## config.mk

```make
export PLATFORM = sky130hd
export DESIGN_NAME = serial_mag_comp
export DESIGN_NICKNAME = d
export VERILOG_FILES = /design/src/rtl/serial_mag_comp.sv
export SDC_FILE = /design/constraint.sdc
export NUM_CORES = 1
export LEC_CHECK = 0
export ABC_AREA = 1
export CAP_MARGIN = 30
export CORE_UTILIZATION = 40
export DETAILED_ROUTE_END_ITERATION = 7
export HOLD_SLACK_MARGIN = 0.08
export PLACE_DENSITY_LB_ADDON = 0.12
export SLEW_MARGIN = 20
export SYNTH_ARGS = -nofsm -noshare
export SYNTH_HDL_FRONTEND = slang
export SYNTH_HIERARCHICAL = 1
export SYNTH_SLANG_ARGS = --single-unit
```

## constraint.sdc

```tcl
create_clock -name clk -period 1.4 [get_ports clk]
set_clock_uncertainty 0.1 [all_clocks]
set_input_delay 0.28 -clock clk [delete_from_list [all_inputs] [get_ports clk]]
set_output_delay 0.28 -clock clk [all_outputs]
set_load 0.01 [all_outputs]
```

## src/rtl/serial_mag_comp.sv

```systemverilog
// rtl/serial_mag_comp.sv - bit-serial MSB-first magnitude comparator with valid/ready handshakes
// Operands shift through one single-bit compare cell; the first differing bit decides the result.

module serial_mag_comp_bit (
    input  logic a_i,
    input  logic b_i,
    output logic lt_o,
    output logic gt_o,
    output logic eq_o
);
    assign lt_o = ~a_i & b_i;
    assign gt_o = a_i & ~b_i;
    assign eq_o = ~(a_i ^ b_i);
endmodule

module serial_mag_comp #(
    parameter int WIDTH      = 8,
    parameter int EARLY_EXIT = 1,
    localparam int CW        = $clog2(WIDTH + 1)
) (
    input  logic             clk,
    input  logic             rst,
    input  logic             in_valid,
    output logic             in_ready,
    input  logic [WIDTH-1:0] a,
    input  logic [WIDTH-1:0] b,
    output logic             out_valid,
    input  logic             out_ready,
    output logic             lt,
    output logic             gt,
    output logic             eq,
    output logic [CW-1:0]    cycles
);
    typedef enum logic [1:0] {
        IDLE  = 2'd0,
        SHIFT = 2'd1,
        DONE  = 2'd2
    } state_t;

    localparam logic [CW-1:0] LAST = CW'(WIDTH);

    state_t           state_q, state_d;
    logic [WIDTH-1:0] sr_a_q, sr_a_d;
    logic [WIDTH-1:0] sr_b_q, sr_b_d;
    logic [CW-1:0]    cnt_q, cnt_d;
    logic             decided_q, decided_d;
    logic             lt_q, lt_d;
    logic             gt_q, gt_d;
    logic             eq_q, eq_d;
    logic [CW-1:0]    cycles_q, cycles_d;

    logic bit_lt, bit_gt, bit_eq;

    serial_mag_comp_bit u_cell (
        .a_i  (sr_a_q[WIDTH-1]),
        .b_i  (sr_b_q[WIDTH-1]),
        .lt_o (bit_lt),
        .gt_o (bit_gt),
        .eq_o (bit_eq)
    );

    always_ff @(posedge clk) begin
        if (rst) begin
            state_q   <= IDLE;
            sr_a_q    <= '0;
            sr_b_q    <= '0;
            cnt_q     <= '0;
            decided_q <= 1'b0;
            lt_q      <= 1'b0;
            gt_q      <= 1'b0;
            eq_q      <= 1'b0;
            cycles_q  <= '0;
        end else begin
            state_q   <= state_d;
            sr_a_q    <= sr_a_d;
            sr_b_q    <= sr_b_d;
            cnt_q     <= cnt_d;
            decided_q <= decided_d;
            lt_q      <= lt_d;
            gt_q      <= gt_d;
            eq_q      <= eq_d;
            cycles_q  <= cycles_d;
        end
    end

    always_comb begin
        state_d   = state_q;
        sr_a_d    = sr_a_q;
        sr_b_d    = sr_b_q;
        cnt_d     = cnt_q;
        decided_d = decided_q;
        lt_d      = lt_q;
        gt_d      = gt_q;
        eq_d      = eq_q;
        cycles_d  = cycles_q;

        case (state_q)
            IDLE: begin
                if (in_valid) begin
                    sr_a_d    = a;
                    sr_b_d    = b;
                    cnt_d     = '0;
                    decided_d = 1'b0;
                    state_d   = SHIFT;
                end
            end
            SHIFT: begin
                sr_a_d = {sr_a_q[WIDTH-2:0], 1'b0};
                sr_b_d = {sr_b_q[WIDTH-2:0], 1'b0};
                cnt_d  = cnt_q + CW'(1);
                // Only the first differing bit matters; later bits cannot change the order.
                if (!decided_q && !bit_eq) begin
                    lt_d      = bit_lt;
                    gt_d      = bit_gt;
                    eq_d      = 1'b0;
                    decided_d = 1'b1;
                    if (EARLY_EXIT != 0) begin
                        state_d  = DONE;
                        cycles_d = cnt_d;
                    end
                end
                if (state_d == SHIFT && cnt_d == LAST) begin
                    state_d  = DONE;
                    cycles_d = cnt_d;
                    if (!decided_d) begin
                        lt_d = 1'b0;
                        gt_d = 1'b0;
                        eq_d = 1'b1;
                    end
                end
            end
            DONE: begin
                if (out_ready) begin
                    state_d = IDLE;
                end
            end
            default: begin
                state_d = IDLE;
            end
        endcase
    end

    assign in_ready  = (state_q == IDLE);
    assign out_valid = (state_q == DONE);
    assign lt        = lt_q;
    assign gt        = gt_q;
    assign eq        = eq_q;
    assign cycles    = cycles_q;

endmodule

```

==> results.env <==
SYNTH_NETS=216
CORE-AREA_UM2=3360
SYNTH_CELLS=192
SYNTH_LARGEST_TYPE_AREA_FRACTION_PCT=42.3
R2R_START='sr_a_q[7]$_SDFFE_PP0P_'
FINAL_ANTENNA_NET_COUNT=0
NUM_VIAS=1460
SYNTH.MOST_COMMON_CELL='sky130_fd_sc_hd__nand2_1'
DIE-HEIGHT_UM=61.6
DPL.HPWL_MM=2.33
MAXIMUM_NUMBER_OF_PINS_ON_ONE_NET_BEFORE_GLOBAL_ROUTE_REPAIR=26
CRITICAL_PATH.N_BUFFERS_INVERTERS=1
MAXCAPVIOLCOUNT=0
YS.FLOP_TYPE='sky130_fd_sc_hd__dfxtp_1'
CRITPATHMAXSTAGEDELAY_NS=0.34
PRECTSSETUPSLACK_NS=-0.174
SETUP.WORST_PATH.START='sr_a_q[7]$_SDFFE_PP0P_'
DRT-VIAS-PER-INSTANCE=4.90
CRITPATHTOPFAMILY='simple AND/OR/NAND/NOR gates'
MAXIMUM_ROOT_TO_SINK_BUFFER_COUNT=2
INTERNAL-POWER_uW=1700
POWER_FRAC_CLOCK_PCT=21.9
ENDPOINT_KIND='flop'
SYN-CELL-AREA_UM2=1420
WL_PER_CELL_UM=11.6
GRT_USAGE_PCT=19.1
FINALHOLDVIOLATIONS=0
POST_ROUTE_CELLS_DRIVE_ABOVE_1_SHARE_PCT=29.4
YS_TOP_CELLS_BY_AREA='sky130_fd_sc_hd__dfxtp_1, sky130_fd_sc_hd__nand2_1, sky130_fd_sc_hd__a31oi_1'
ROUTED_WIRELENGTH_MM=3.44
DRV_SLEW=0
CTS_SINKS=30
COMBPWRFRAC_PCT=37.0
PLACEMENT.CELL_AREA_UM2=1940
NORMALIZED_MAX_SLEW_MARGIN_PCT=88.0
VDD.IR_DROP.WORST_uV=694
FINAL_AREA_UM2=2200
VIOLATIONS='negative setup slack'
CTS.ROOT.BUFFER_CELL='sky130_fd_sc_hd__clkbuf_4'
NETLIST.TOP_CELL.BY_AREA='sky130_fd_sc_hd__dfxtp_1'
NNETSFINAL=275
NETSWITCHINGPOWER_uW=837
DRT_PASS1_ITERATIONS=4
NUMBER_OF_BUFFERS_INSERTED_BY_PORT_BUFFERING=28
SETUP.REG_TO_REG.WORST_SLACK_NS=-0.14
ANTENNADIODECOUNT=0
RUN_STATUS='finished with violations'
FIRST_GLOBAL_VIAS=1257
YOSYS_WARNINGS=6
WORST_SKEW_PAIR.LATE_LATENCY_NS=0.34
TIMING.CRITICAL_PATH.FROM_TYPE='flop'
GRT_ANTENNA_BEFORE_REPAIR=0
SYNTH_SEQ_AREA_SHARE_PCT=42.3
FILL_CELLS=315
POST-ROUTE-PERIOD-UTIL_PCT=110
POST-PLACE-CELLS=280
POWER.STATIC_LEAKAGE_uW=0.000946
WORST-ENDPOINT-ARRIVAL_NS=1.67
CP.DEPTH=9
YS_TYPES=24
TIMING.CRITICAL_PATH.TO='cycles[1]$_SDFFE_PP0P_'
MIN_PERIOD_NS=1.54
NUM_ROWS=21
YS_FF_LATCH=30
POWER-PER-CELL-AREA_nW_PER_UM2=1150
CTS_TREE='done'
H-TREE-DEPTH=2
GRT_OVERFLOW=0
TIMING.HOLD.WORST_PATH_DEPTH=2
TIMING.HOLD.WORST.CLASS='reg -> reg'
POST_LAYOUT_NONFILLER_INSTANCES=298
CP_DATA_REQUIRED_TIME_NS=1.54
INITIAL_CORE_UTIL_PCT=42.3
FF2FF_PATH_DEPTH=9
SYNTH_COMMON_CELLS='sky130_fd_sc_hd__nand2_1, sky130_fd_sc_hd__dfxtp_1, sky130_fd_sc_hd__inv_1, sky130_fd_sc_hd__a31oi_1, sky130_fd_sc_hd__o21ai_0'
COUNT_OF_FLIP_FLOPS_WITH_A_BUILT_IN_ENABLE_AFTER_SYNTHESIS=0
WORSTSETUPPATHTYPE='reg -> reg'
POWER.SWITCHING_FRACTION_PCT=33.0
SYN_AREA_PER_CELL_UM2=7.40
CLK_PIN_SLEW_NS=0.10
GPL.FINAL_WEIGHTED_CONGESTION=0.841
SYNTH-ASYNC-RESET-RATIO_PCT=0
SETUP_VIOL=9
CRITICAL_PATH.MAX_FANOUT=7
RSZ0062_AT_GRT='true'
CTSHOLDBUFFERS=0
TIMING.CRITICAL_PATH.CELLS='inv_2 -> ha_4 -> nor2_4 -> nor3_4 -> nand3_2 -> nand2_4 -> nand3b_1 -> nand2_1 -> nor2_1'
SHARE_SEQ_OF_TOTAL_POWER_PCT=41.0
FMAX_MHz=651
CHIPWIDTH_UM=61.6
REGTOREGENDPOINT='cycles[1]$_SDFFE_PP0P_'
SYN2LAYOUT_AREA_GROWTH_PCT=54.8
MAX_SLEW.WORST_PIN.SLEW_NS=0.180
GRT_PASS1_WL_MM=5.16
DRT_FIRST_ITER_VIOLATIONS=58
SLOWEST_STAGE_CELL_CRIT_PATH='sky130_fd_sc_hd__dfxtp_2'
CTS_BUFFERS=5
AREA_OF_THE_DIE_UM2=3800
IO-PIN-COUNT=29
FINALWORSTSETUPSLACK_NS=-0.136
DRT_DRC_VIOLATIONS_LEFT=0
-- worst min-delay path by stage --
| stage | from | to | slack (ns) |
|---|---|---|---|
| finish | cycles[3]$_SDFFE_PP0P_ | cycles[3]$_SDFFE_PP0P_ | 0.36 |
| global route | cycles[3]$_SDFFE_PP0P_ | cycles[3]$_SDFFE_PP0P_ | 0.38 |
| CTS | cycles[3]$_SDFFE_PP0P_ | cycles[3]$_SDFFE_PP0P_ | 0.37 |
| detailed placement | cycles[3]$_SDFFE_PP0P_ | cycles[3]$_SDFFE_PP0P_ | 0.36 |
| global placement | cycles[3]$_SDFFE_PP0P_ | cycles[3]$_SDFFE_PP0P_ | 0.35 |
| floorplan | a[7] | sr_a_q[7]$_SDFFE_PP0P_ | 0.33 |
-- cell usage in the layout (no fill, tap or decap), types with 2 or more instances in the layout --
master / netlist / routed
sky130_fd_sc_hd__a21oi_1: 11 / 11
sky130_fd_sc_hd__a21oi_2: 2 / 2
sky130_fd_sc_hd__a31oi_1: 14 / 14
sky130_fd_sc_hd__buf_12: 0 / 4
sky130_fd_sc_hd__buf_4: 3 / 23
sky130_fd_sc_hd__buf_6: 2 / 6
sky130_fd_sc_hd__clkbuf_4: 0 / 5
sky130_fd_sc_hd__clkdlybuf4s50_1: 0 / 19
sky130_fd_sc_hd__dfxtp_1: 30 / 24
sky130_fd_sc_hd__dfxtp_2: 0 / 2
sky130_fd_sc_hd__dfxtp_4: 0 / 4
sky130_fd_sc_hd__dlygate4sd2_1: 0 / 7
sky130_fd_sc_hd__ha_4: 0 / 2
sky130_fd_sc_hd__inv_1: 16 / 13
sky130_fd_sc_hd__inv_2: 2 / 3
sky130_fd_sc_hd__inv_4: 0 / 2
sky130_fd_sc_hd__nand2_1: 51 / 50
sky130_fd_sc_hd__nand2_4: 1 / 4
sky130_fd_sc_hd__nand3_1: 4 / 3
sky130_fd_sc_hd__nand3_2: 1 / 2
sky130_fd_sc_hd__nand3b_1: 3 / 3
sky130_fd_sc_hd__nand4_1: 4 / 4
sky130_fd_sc_hd__nor2_1: 11 / 8
sky130_fd_sc_hd__nor2_2: 4 / 2
sky130_fd_sc_hd__nor2_4: 0 / 5
sky130_fd_sc_hd__nor3_1: 3 / 3
sky130_fd_sc_hd__o21ai_0: 14 / 10
sky130_fd_sc_hd__o21ai_1: 3 / 7
-- final cells by class --
type	count	area, um^2	area share (%)
flip-flops and latches	30	618	28.1
clock inverters	1	5.00	0.228
repair buffers	62	617	28.0
multi-input cells	134	774	35.2
clock buffers	7	55.1	2.50
inverters	18	72.6	3.30
well taps	46	57.6	2.62
-- state kept, by name, summed over array words and instances (netlist names), named ones only --
signal,flops
sr_a_q,8
sr_b_q,8
cnt_q,4
cycles,4
state_q,2
decided_q,1
gt,1
lt,1
-- logic make-up after synthesis --
| family | synth area share, % |
|---|---|
| AOI/OAI and AO/OA | 17.3 |
| and+or+nand+nor | 27.5 |
| buffers and inverters | 9.51 |
| DFF | 42.3 |
| adders and majority gates | 3.52 |
-- worst min-delay path, delay by kind of cell (launching register included) --
| family | cells | cell delay, ns |
|---|---|---|
| buffers and inverters | 1 | 0.06 |
| AOI/OAI and AO/OA | 1 | 0.05 |
| DFF | 1 | 0.32 |
-- metal layers --
layer	track usage [%]	wire length, um	up-vias
met5	0	0	-
met4	9.21	56	0
met3	7.14	118	8
met2	30.9	1720	24
met1	22.2	1550	672
li1	-	-	756
-- timing repair --
| item | CTS | global route |
|---|---|---|
| pin swaps | 6 | 8 |
| gates resized for setup | 25 | 34 |
| gates cloned | 0 | 1 |
| buffers inserted | 1 | 9 |
| setup endpoints to repair | 19 | 30 |
-- per-stage QoR --
step	TNS, ns	util (%)	hold slack, ns	power, uW
floorplan	-0.386	-	0.333	1490
global placement	-2.64	57.6	0.351	1800
detailed placement	-3.33	57.6	0.359	1820
CTS	-0.813	60.4	0.370	2380
global route	-1.43	65.4	0.381	2690
finish	-0.734	65.4	0.362	2530
-- power groups by stage --
stage / registers, uW / logic [uW] / clock network (uW)
2_1_floorplan: 1060 / 435 / 0
3_3_place_gp: 1050 / 755 / 0
3_5_place_dp: 1050 / 770 / 0
4_1_cts: 1040 / 777 / 571
5_1_grt: 1050 / 1030 / 611
6_report: 1040 / 939 / 556
Power figures use the tool's default switching activity.
